--- config.mk ---
export PLATFORM = sky130hd
export DESIGN_NAME = i2c_slave_regctl
export DESIGN_NICKNAME = d
export VERILOG_FILES = /design/src/rtl/i2c_slave_regctl.sv
export SDC_FILE = /design/constraint.sdc
export NUM_CORES = 1
export LEC_CHECK = 0
export CORE_ASPECT_RATIO = 1.2
export CORE_MARGIN = 5
export CORE_UTILIZATION = 55
export DETAILED_ROUTE_END_ITERATION = 8
export GPL_ROUTABILITY_DRIVEN = 0
export PLACE_DENSITY = 0.84
export RECOVER_POWER = 25
export SYNTH_ARGS = -nofsm -noshare
export SYNTH_HDL_FRONTEND = slang
export SYNTH_SLANG_ARGS = --single-unit
--- constraint.sdc ---
create_clock -name clk -period 3.5 [get_ports clk]
set_input_delay 0.7 -clock clk [delete_from_list [all_inputs] [get_ports clk]]
set_output_delay 0.7 -clock clk [all_outputs]
set_load 0.005 [all_outputs]
--- src/rtl/i2c_slave_regctl.sv ---
// Register-map controller above a byte-level I2C slave: pointer byte then data bytes on write, register stream on read.
// Optional macro I2C_REGCTL_AUTOINC_EN enables pointer auto-increment after each data byte.
module i2c_slave_regctl #(
    parameter int ADDR_W = 4
) (
    input  logic              clk,
    input  logic              reset,
    input  logic              slv_start,
    input  logic              slv_rw,
    input  logic              slv_stop,
    input  logic              slv_received,
    input  logic [7:0]        slv_datareceive,
    input  logic              slv_sended,
    output logic              slv_receive,
    output logic              slv_send,
    output logic [7:0]        slv_datasend,
    input  logic [ADDR_W-1:0] host_addr,
    input  logic [7:0]        host_wdata,
    input  logic              host_we,
    output logic [7:0]        host_rdata,
    output logic              wr_stb,
    output logic [ADDR_W-1:0] wr_addr,
    output logic              busy
);

    localparam int DEPTH = 1 << ADDR_W;

    typedef enum logic [1:0] {IDLE, PTR, WDATA, READ} state_t;

    state_t            state_reg, state_next;
    logic [ADDR_W-1:0] ptr_reg, ptr_next, ptr_adv;
    logic [7:0]        bank_reg [DEPTH];
    logic              i2c_we;
    logic [7:0]        datasend_reg;
    logic [7:0]        host_rdata_reg;
    logic              wr_stb_reg;
    logic [ADDR_W-1:0] wr_addr_reg;

`ifdef I2C_REGCTL_AUTOINC_EN
    assign ptr_adv = ptr_reg + 1'b1;
`else
    assign ptr_adv = ptr_reg;
`endif

    always_comb begin
        state_next  = state_reg;
        ptr_next    = ptr_reg;
        i2c_we      = 1'b0;
        slv_receive = 1'b0;
        slv_send    = 1'b0;
        // Byte events are handled in the current state before any start/stop transition.
        case (state_reg)
            PTR: begin
                slv_receive = 1'b1;
                if (slv_received) begin
                    ptr_next   = slv_datareceive[ADDR_W-1:0];
                    state_next = WDATA;
                end
            end
            WDATA: begin
                slv_receive = 1'b1;
                if (slv_received) begin
                    i2c_we   = 1'b1;
                    ptr_next = ptr_adv;
                end
            end
            READ: begin
                slv_send = 1'b1;
                if (slv_sended) begin
                    ptr_next = ptr_adv;
                end
            end
            default: ;
        endcase
        if (slv_stop) begin
            state_next = IDLE;
        end
        if (slv_start) begin
            state_next = slv_rw ? READ : PTR;
        end
    end

    always_ff @(posedge clk) begin
        if (!reset) begin
            state_reg      <= IDLE;
            ptr_reg        <= '0;
            datasend_reg   <= 8'h00;
            host_rdata_reg <= 8'h00;
            wr_stb_reg     <= 1'b0;
            wr_addr_reg    <= '0;
        end else begin
            state_reg      <= state_next;
            ptr_reg        <= ptr_next;
            datasend_reg   <= bank_reg[ptr_next];
            host_rdata_reg <= bank_reg[host_addr];
            wr_stb_reg     <= i2c_we;
            if (i2c_we) begin
                wr_addr_reg <= ptr_reg;
            end
        end
    end

    // I2C write takes priority over a host write to the same byte.
    always_ff @(posedge clk) begin
        for (int i = 0; i < DEPTH; i++) begin
            if (!reset) begin
                bank_reg[i] <= 8'h00;
            end else if (i2c_we && ptr_reg == ADDR_W'(i)) begin
                bank_reg[i] <= slv_datareceive;
            end else if (host_we && host_addr == ADDR_W'(i)) begin
                bank_reg[i] <= host_wdata;
            end
        end
    end

    assign slv_datasend = datasend_reg;
    assign host_rdata   = host_rdata_reg;
    assign wr_stb       = wr_stb_reg;
    assign wr_addr      = wr_addr_reg;
    assign busy         = (state_reg != IDLE);

endmodule

==> summary.txt <==
Route
  • Average routed wire per standard cell: slightly below 30 um
  • Post-Route WL: 30.9 mm
  • Total number of vias: roughly 8000
  • Drt initial violations: 1394
  • Pre-antenna DRT Iters: 6
  • DRC: 0
  • Number of vias per cell: 7.56
  • Routed Antenna Nets: 0

Layout
  • Max reg flops: around 130
  • Final instance area: 10700 um2
  • Net total in the final layout: 843
  • Fin util: 63.5%
  • Fraction of layout instances using a drive strength above 1: between 10% and 20%
  • Number of diodes: 0
  • Layout area overhead: 14.2%

Clock tree
  • CTS tree: built
  • Num CTS Buffers: 17
  • CTS Buffer Depth: 2
  • Later-pin clock latency in the skew report: 0.45 ns
  • Worst-path clk slew: 0.07 ns
  • CTS H-Tree Depth: 4
  • Hold Buf Count CTS: 0
  • Setup bufs post-CTS: 0
  • CTS root buffer: clkbuf_16
  • Total clock sinks: 155
  • Post-cts resize count: 0

Place
  • DP HPWL: 20.5 mm
  • Placement Cell Area: 10100 um2
  • IO Port Bufs: 50

GRT
  • Gr usage total: 32.0%
  • Grt ovf: 0
  • Largest net degree at the start of global routing: 29
  • Vias in the first global route: 7737
  • Initial antenna violation count: 0
  • First-pass GRT wire length: 46.7 mm

Pwr
  • Total power: approximately 4.8 mW
  • VDD IR-drop max: 0.388 mV
  • Pwr dens: around 450 nW/um2
  • Leakage: ~3.7 nW

Job
  • MaxCap Viol Count: 0

Logic synthesis
  • Cell area after synthesis: 9340 um2
  • Commonest cells in the netlist: a22o_1, edfxtp_1, nand2_1
  • Yosys top cell area share: 41.2%
  • Syn_nets: 810
  • FF+latch count, synth: 155
  • Seq/Total Area, Yosys: 47.0%
  • Async SR Flop Fraction: 0%
  • Most used DFF post-synth: edfxtp_1
  • Area leader, netlist: edfxtp_1
  • Top cells by area, synth: edfxtp_1, a22o_1, mux4_2
  • Syn Area/Cell: 12.0 um2
  • Gate Count Post-Synth: 778
  • Synth warnings: 0
  • Post-synth EDFFs: 128
  • Yosys cell types: 54

Timing
  • Setup Skew: 0.0122 ns
  • Fmax: 326 MHz
  • Least-Margin Pin Slew: ~1.2 ns
  • RSZ-0062 raised after global routing: false
  • Worst slew margin: 18.3%
  • Worst hold slack: 0.465 ns
  • TNS Setup: 0 ns
  • Hold Fails Final Rpt: 0
  • Period utilisation layout: 87.6%
  • Setup Viol. Count Final: 0
  • Final Critical Period: approximately 3 ns
  • Max-slew violations: 0

Critical path
  • Worst setup path class: in -> reg
  • Critical path startpoint category: input pin
  • CP Data Required Time: 3.80 ns
  • Sequence of cells on the critical path: dlygate4sd3_1 -> nand2_1 -> or2_0 -> nor2_1 -> nor3_1 -> a22o_1
  • Worst Path Arrival: 3.37 ns
  • Critical Path End Type: flop
  • Worst-path fanout max: 9
  • Delay of the slowest critical-path stage: between 0.7 and 0.8 ns
  • Slowest cell on crit path: nor3_1

Floorplanning
  • Vert. Die Dim: between 150 and 200 um
  • Row count: 52
  • Die Wd: 129 um
  • Die ar.: 19700 um2
  • Starting Density: 55.6%
  • Core area: 16800 um2
  • Ports: 52

Run status
  • Status: finished, final reports clean

Min path
  • Hold crit path type: reg -> reg
report_power, final:
part	total [mW]	internal, mW	switching [mW]	leakage (nW)
logic	0.667	0.278	0.389	1.96
registers	2.18	2.10	0.0774	1.48
clock network	1.92	1.09	0.831	0.306
routing by layer:
metal / track usage (%) / routed length [um] / vias up / part of all wire, %
met1: 38.1 / 9800 / 3698 / 32
met2: 48.4 / 14100 / 761 / 46
met4: 22.6 / 2650 / 0 / 8.6
li1: - / - / 3203 / -
met3: 10.3 / 4330 / 197 / 14
met5: 0 / 0 / - / 0
worst paths after layout:
| check | start | end | slack, ns | depth (start not counted) |
|---|---|---|---|---|
| worst max-delay path | slv_received | bank_reg[10][0] | 0.43 | 6 |
| worst min-delay path | wr_addr[0] | wr_addr[0] | 0.47 | 2 |
| worst max register to register | state_reg[0] | bank_reg[10][0] | 0.56 | 7 |
| worst min register to register | wr_addr[0] | wr_addr[0] | 0.47 | 2 |
cell families after synthesis:
group,after synthesis,share of synthesized area [%]
compound gates,230,20.5
simple gates,201,11.3
flops,155,47.0
mux,97,16.1
buf+inv,91,4.62
fa+ha+maj,4,0.536
layout by cell type (no fill, tap or decap), types with 8 or more instances in the layout:
master and count:
dfxtp_1 27, nand2_1 49, a221o_1 8, a32oi_1 8
dlygate4sd3_1 24, clkdlybuf4s50_1 24, buf_4 42, o211ai_1 16
o21ai_0 18, mux2_2 16, and2_1 10, nand2b_1 22
nor3_1 13, mux2i_1 41, nand3_1 37, o211a_1 8
clkbuf_16 19, edfxtp_1 128, mux4_2 36, nand4_1 9
nor2_1 32, o221ai_1 12, a22o_1 128
worst max-delay path, delay by kind of cell:
family	cells	cell delay, ns
compound gates	1	0.25
simple gates	4	1.83
buf+inv	1	0.57
through the flow:
stage               instances  setup WS [ns]
finish                   1040          0.434
floorplan                 778          0.603
detailed placement       1008          0.225
global placement         1008          0.323
global route             1040          0.350
CTS                      1040          0.676
layout make-up:
| type | count | area (um2) |
|---|---|---|
| inverters | 5 | 18.8 |
| flip-flops and latches | 155 | 4380 |
| multi-input cells | 532 | 4520 |
| well taps | 216 | 270 |
| repair buffers | 100 | 852 |
| clock buffers | 19 | 475 |
| clock inverters | 13 | 139 |
| fillers | 1147 | 6130 |
(Power assumes the default switching activity.)
